$ cat config.mk
export PLATFORM = sky130hd
export DESIGN_NAME = crc_serial_codec
export DESIGN_NICKNAME = d
export VERILOG_FILES = /design/src/rtl/crc_pkg.sv /design/src/rtl/crc_lfsr.sv /design/src/rtl/crc_serial_codec.sv
export SDC_FILE = /design/constraint.sdc
export NUM_CORES = 1
export LEC_CHECK = 0
export CAP_MARGIN = 20
export CORE_MARGIN = 2
export CORE_UTILIZATION = 51
export DETAILED_ROUTE_END_ITERATION = 8
export PLACE_DENSITY = 0.77
export SLEW_MARGIN = 20
export SYNTH_ARGS = -nofsm -noshare
export SYNTH_HDL_FRONTEND = slang
export SYNTH_SLANG_ARGS = --single-unit
$ cat constraint.sdc
create_clock -name gated_clk -period 1.9 [get_ports gated_clk]
set_clock_uncertainty 0.2 [all_clocks]
set_input_delay 0.475 -clock gated_clk [delete_from_list [all_inputs] [get_ports gated_clk]]
set_output_delay 0.475 -clock gated_clk [all_outputs]
set_load 0.005 [all_outputs]
$ cat src/rtl/crc_pkg.sv
// rtl/crc_pkg.sv - shared FSM state type, polynomial constants and CRC step function
// Purpose: common definitions for the serial CRC codec.
//   state_t    : codec frame FSM states (IDLE, SHIFT, DONE)
//   CRC3_POLY  : x^3 + x + 1 low terms
//   CRC8_POLY  : x^8 + x^2 + x + 1 low terms
//   crc_step() : one direct-form LFSR update for a register of up to CRC_MAX bits
package crc_pkg;

   typedef enum logic [1:0] {IDLE, SHIFT, DONE} state_t;

   localparam int CRC_MAX = 32;
   typedef logic [CRC_MAX-1:0] crc_word_t;

   localparam logic [2:0] CRC3_POLY = 3'b011;
   localparam logic [7:0] CRC8_POLY = 8'h07;

   // Direct-form update: the incoming bit is folded into the register MSB, so
   // no trailing zero-padding cycles are needed to finish the division.
   // Only the low 'width' bits of crc/poly are meaningful.
   function automatic crc_word_t crc_step(input crc_word_t   crc,
                                          input logic        din,
                                          input crc_word_t   poly,
                                          input int unsigned width);
      crc_word_t  mask;
      logic [4:0] msb;
      logic       fb;
      msb  = 5'(width - 1);
      // width == CRC_MAX wraps the shift to zero, giving an all-ones mask
      mask = (crc_word_t'(1) << width) - crc_word_t'(1);
      fb   = din ^ crc[msb];
      return ((crc << 1) ^ (fb ? poly : '0)) & mask;
   endfunction

endpackage

$ cat src/rtl/crc_lfsr.sv
// rtl/crc_lfsr.sv - CRC remainder register with load-INIT / step / hold control
// Purpose: holds the running CRC for one frame; sequencing is owned by the codec FSM.
// Ports:
//   gated_clk  in   gated clock, all state on posedge
//   reset      in   async active-high, register -> INIT
//   load       in   reload INIT (frame start / abandon); wins over step
//   step       in   fold din into the register
//   din        in   serial data bit
//   crc        out  current register value
//   crc_next   out  value the register takes if stepped with din this cycle
module crc_lfsr
   import crc_pkg::*;
#(
   parameter int               CRC_W = 3,
   parameter logic [CRC_W-1:0] POLY  = CRC3_POLY,
   parameter logic [CRC_W-1:0] INIT  = '0
) (
   input  logic             gated_clk,
   input  logic             reset,
   input  logic             load,
   input  logic             step,
   input  logic             din,
   output logic [CRC_W-1:0] crc,
   output logic [CRC_W-1:0] crc_next
);

   assign crc_next = CRC_W'(crc_step(crc_word_t'(crc), din, crc_word_t'(POLY), CRC_W));

   always_ff @(posedge gated_clk or posedge reset) begin
      if (reset) begin
         crc <= INIT;
      end else if (load) begin
         crc <= INIT;
      end else if (step) begin
         crc <= crc_next;
      end
   end

endmodule

$ cat src/rtl/crc_serial_codec.sv
// rtl/crc_serial_codec.sv - serial-in CRC encoder (optional checker) with parallel codeword out
// Purpose: shifts in an MSG_W-bit message MSB-first, divides it by x^CRC_W + POLY and
//   presents {msg, crc} until the consumer takes it.
// Optional feature macro: CRC_CHECK_EN (adds mode / crc_err; mode=1 checks a received
//   MSG_W+CRC_W-bit codeword through the same LFSR).
// Ports:
//   gated_clk  in   gated clock, all state on posedge
//   reset      in   async active-high
//   abort      in   sync frame abandon, any state -> IDLE
//   in_valid   in   serial bit valid
//   in_bit     in   serial data, MSB-first
//   in_ready   out  bit accepted this cycle when in_valid is high
//   out_valid  out  codeword available
//   out_ready  in   consumer takes codeword
//   codeword   out  {msg, crc} (check mode: last MSG_W+CRC_W received bits); 0 unless out_valid
//   busy       out  frame in progress
//   mode       in   (CRC_CHECK_EN) 1 = check frame, sampled on the first accepted bit
//   crc_err    out  (CRC_CHECK_EN) check frame remainder non-zero, valid in DONE
module crc_serial_codec
   import crc_pkg::*;
#(
   parameter int               CRC_W = 3,
   parameter int               MSG_W = 5,
   parameter logic [CRC_W-1:0] POLY  = CRC3_POLY,
   parameter logic [CRC_W-1:0] INIT  = '0
) (
   input  logic                   gated_clk,
   input  logic                   reset,
   input  logic                   abort,
   input  logic                   in_valid,
   input  logic                   in_bit,
   output logic                   in_ready,
   output logic                   out_valid,
   input  logic                   out_ready,
   output logic [MSG_W+CRC_W-1:0] codeword,
   output logic                   busy
`ifdef CRC_CHECK_EN
   ,
   input  logic                   mode,
   output logic                   crc_err
`endif
);

   localparam int CW_W = MSG_W + CRC_W;
`ifdef CRC_CHECK_EN
   // check frames keep the whole received codeword
   localparam int SR_W = MSG_W + CRC_W;
`else
   localparam int SR_W = MSG_W;
`endif
   localparam int CNT_W = $clog2(SR_W + 1);

   state_t           state;
   logic [SR_W-1:0]  msg;
   logic [CNT_W-1:0] cnt;
   logic [CRC_W-1:0] crc;
   logic [CRC_W-1:0] crc_next;
   logic [SR_W-1:0]  msg_next;
   logic [CW_W-1:0]  cw_next;
   logic [CNT_W-1:0] last_cnt;
   logic             frame_mode;
   logic             accept;
   logic             last_accept;
   logic             release_cw;
   logic             crc_load;

   // abort outranks everything, so a bit presented alongside it is dropped
   assign accept      = in_valid & in_ready & ~abort;
   assign last_cnt    = frame_mode ? CNT_W'(SR_W - 1) : CNT_W'(MSG_W - 1);
   // cnt is 0 in IDLE, so a one-bit frame finishes on its first accept
   assign last_accept = accept & (cnt == last_cnt);
   assign release_cw  = (state == DONE) & out_ready & ~abort;
   assign crc_load    = abort | release_cw;
   assign msg_next    = SR_W'({msg, in_bit});

`ifdef CRC_CHECK_EN
   logic mode_q;

   // mode is only live on the first bit; afterwards the latched copy governs
   assign frame_mode = (state == IDLE) ? mode : mode_q;
   assign cw_next    = frame_mode ? msg_next : {msg_next[MSG_W-1:0], crc_next};

   always_ff @(posedge gated_clk or posedge reset) begin
      if (reset) begin
         mode_q  <= 1'b0;
         crc_err <= 1'b0;
      end else if (abort) begin
         crc_err <= 1'b0;
      end else begin
         if (accept && (state == IDLE)) begin
            mode_q <= mode;
         end
         // a clean codeword leaves a zero remainder after all its bits
         if (last_accept) begin
            crc_err <= frame_mode & (crc_next != '0);
         end else if (release_cw) begin
            crc_err <= 1'b0;
         end
      end
   end
`else
   assign frame_mode = 1'b0;
   assign cw_next    = {msg_next, crc_next};
`endif

   crc_lfsr #(
      .CRC_W (CRC_W),
      .POLY  (POLY),
      .INIT  (INIT)
   ) u_lfsr (
      .gated_clk (gated_clk),
      .reset     (reset),
      .load      (crc_load),
      .step      (accept),
      .din       (in_bit),
      .crc       (crc),
      .crc_next  (crc_next)
   );

   always_ff @(posedge gated_clk or posedge reset) begin
      if (reset) begin
         state     <= IDLE;
         msg       <= '0;
         cnt       <= '0;
         in_ready  <= 1'b1;
         out_valid <= 1'b0;
         codeword  <= '0;
         busy      <= 1'b0;
      end else if (abort) begin
         state     <= IDLE;
         cnt       <= '0;
         in_ready  <= 1'b1;
         out_valid <= 1'b0;
         codeword  <= '0;
         busy      <= 1'b0;
      end else begin
         case (state)
            IDLE, SHIFT: begin
               if (accept) begin
                  msg  <= msg_next;
                  cnt  <= cnt + CNT_W'(1);
                  busy <= 1'b1;
                  if (last_accept) begin
                     // capture from next-state values so out_valid rises one cycle after the last bit
                     state     <= DONE;
                     in_ready  <= 1'b0;
                     out_valid <= 1'b1;
                     codeword  <= cw_next;
                  end else begin
                     state <= SHIFT;
                  end
               end
            end
            DONE: begin
               if (out_ready) begin
                  state     <= IDLE;
                  cnt       <= '0;
                  in_ready  <= 1'b1;
                  out_valid <= 1'b0;
                  codeword  <= '0;
                  busy      <= 1'b0;
               end
            end
            default: begin
               state <= IDLE;
            end
         endcase
      end
   end

endmodule

==> results of run 1 <==
[worst register-to-register path, stage by stage, from the launching register on]
cell and delay [ns]:
dfstp_2 0.56, buf_4 0.14, nor4bb_1 0.29, buf_4 0.21, mux2_2 0.35
[final cells by class]
type	instances	area (um^2)
multi-input cells	47	415.4
fillers	131	539.3
inverters	3	11.26
repair buffers	35	319.1
flip-flops and latches	23	576.8
clock buffers	4	26.28
well taps	27	33.78
[power by group]
| part | internal (W) | total [W] | switching (W) |
|---|---|---|---|
| clock network | 0.0000817 | 0.000218 | 0.000137 |
| registers | 0.000526 | 0.000552 | 0.0000257 |
| logic | 0.0000774 | 0.000131 | 0.0000533 |
| total | 0.000685 | 0.000901 | 0.000216 |
[worst paths after layout]
| kind | start | end | depth (start not counted) | slack, ns |
|---|---|---|---|---|
| max in group asynchronous | reset | codeword[1] | 3 | 0.85 |
| min | reset | msg[2] | 2 | 0.19 |
| max reg2reg | in_ready | msg[0] | 4 | 0.06 |
| min reg2reg | out_valid | out_valid | 1 | 0.31 |
| max | codeword[7] | codeword[7] | 1 | 0.05 |
| min in group gated_clk | out_valid | out_valid | 1 | 0.31 |
[layer usage]
layer	global-route usage (%)	routed length [um]	share of wire (%)	vias to the layer above
li1	-	-	-	351
met1	26.09	935	45	387
met2	30.14	1078	52	15
met3	4.294	64	3.1	0
met4	5.714	0	0	0
met5	0	0	0	-
[timing repair]
item | in CTS | in global routing
pin swaps | 0 | 0
endpoints found under the setup margin | 1 | 10
gates cloned | 0 | 0
resized for setup | 1 | 7
buffers inserted | 1 | 4
[sequential cells by signal, summed over array words and instances (netlist names)]
signal / cells
cnt: 3
state: 2
u_lfsr.crc: 3
busy: 1
msg: 4
out_valid: 1
codeword: 8
in_ready: 1
[cells by family after synthesis]
group	Yosys count	share of synthesized area (%)
AOI/OAI and AO/OA	15	14.51
muxes	8	8.414
adders and majority gates	2	2.439
buffers and inverters	6	3.292
xor gates and xnor gates	2	3.171
and+or+nand+nor	20	11.95
DFF	23	56.22
[through the flow]
step           worst slack [ns]  hold slack (ns)  std cells
3_3_place_gp            -0.2217           0.2765        130
4_1_cts                 0.02685           0.1927        135
2_1_floorplan            0.2147           0.2689         76
5_1_grt                -0.02249           0.1927        139
6_report                0.04520           0.1924        139
3_5_place_dp            -0.2334           0.2862        130
[cell usage after synthesis (all sizes together), types with 2 or more instances]
cell type	n
and3b	4
buf	2
inv	3
mux2i	3
nor3	3
or2	2
a22o	9
dfrtp	22
mux2	5
nor2b	2
ha	2
nor2	7
==> impl_metrics.json, run 1 <==
{
  "result_of_the_run": "completed",
  "vias": 753,
  "worst_setup_path_end_kind": "primary output",
  "mostFrequentLayoutCell": "dfrtp_1",
  "post-route-min-period_ns": 1.855,
  "maxClockFrequency_mhz": 539.1,
  "routed_via_density": 5.417,
  "hold_buffers": 0,
  "max_slew_margin_pct": 70.87,
  "grt.total_usage_pct": 18.95,
  "synth_sequential_area_ratio_pct": 56.22,
  "netlist.area_leader.share_pct": 53.66,
  "fin_area_um2": 1383,
  "place_area_um2": 1303,
  "post-dp-hpwl_um": 1452,
  "period_share_pct": 97.62,
  "power.density_nw_per_um2": 651.8,
  "diodes": 0,
  "port_buffers": 16,
  "detail_route.drc_violations": 0,
  "cts.path.max_buffers": 2,
  "clock_insertion_delay_worst_skew_ns": 0.30,
  "postSynthRegisterBits": 23,
  "grt_start_max_net_pins": 13,
  "grt.overflow.total": 0,
  "cts-root-buf": "clkbuf_4",
  "finalMaxSlewViolations": 0,
  "die_area_um2": 2386,
  "count_of_flip_flops_with_a_built_in_enable_after_synthesis": 0,
  "drt_iter0_markers": 4,
  "tritoncts.num_buffers": 3,
  "synthDominantAreaCellType": "dfrtp_1",
  "setup.worst_path.class": "reg -> out",
  "numClockSinks": 23,
  "critPathBufInv": 1,
  "synth_flop_cell": "dfrtp_1",
  "yosys_warnings": 0,
  "cts.htree.levels": 1,
  "layout_common_cells": "dfrtp_1, buf_4, a22o_1, clkdlybuf4s50_1",
  "layout.core_utilization_pct": 71.94,
  "avgRoutedWirePerCell_um": 14.95,
  "fp.dieH_um": 48.85,
  "crit_path_top_delay_cell": "clkdlybuf4s50_1",
  "fp.coreArea_um2": 1922,
  "final-hold-violation-count": 0,
  "timing.critical_path.slowest_cell_delay_ns": 0.51,
  "fin_total_pwr_w": 0.0009012,
  "grt_pass1_wl_um": 3525,
  "leakage_nw": 0.7807,
  "ios": 17,
  "worst_pin_slew_ns": 0.4369,
  "final_setup_violation_count": 0,
  "firstDrtPassIters": 2,
  "worstSetupStartpointType": "register",
  "worst_ep_required_time_ns": 1.22,
  "synth_async_sr_flop_share_pct": 100.0,
  "maxCapViolations": 0,
  "netlist_instances": 76,
  "synth_area_per_cell_um2": 13.50,
  "setup_total_negative_slack_ns": 0,
  "critical-path-top-delay-family": "buffers and inverters",
  "grt_pass1_vias": 786,
  "gp_congestion": 0.8059,
  "post_route_cells_drive_above_1_share_pct": 32.14,
  "cts_tree": "done",
  "synth.lib_cells_used.distinct": 27,
  "arrival_time_at_the_worst_endpoint_ns": 1.18,
  "tightest_hold_check_type": "in -> async",
  "critPathMaxFanout": 2,
  "synth_nets": 84,
  "syn-cell-area_um2": 1026,
  "clk_pin_slew_ns": 0.12,
  "fp-row-count": 16,
  "top_area_cells_in_the_synthesized_netlist": "dfrtp_1, a22o_1, mux2_2",
  "max_ir_drop_vdd_mv": 0.4990,
  "finish.net_count": 121,
  "dieWidth_um": 48.85,
  "routed_wl_um": 2078,
  "syn2layout_area_growth_pct": 34.76,
  "cell_chain_critical_path": "clkdlybuf4s50_1",
  "route.antenna.remaining_nets": 0,
  "initial_cell_density_of_the_core_pct": 53.39,
  "antenna_found_initial": 0
}
(Power assumes the default switching activity.)
==> run 2: changes to the inputs <==
Settings changed: CTS_CLUSTER_DIAMETER from default to 40.
==> results of run 2 <==
Final layout, timing and power as in run 1 (identical DEF).
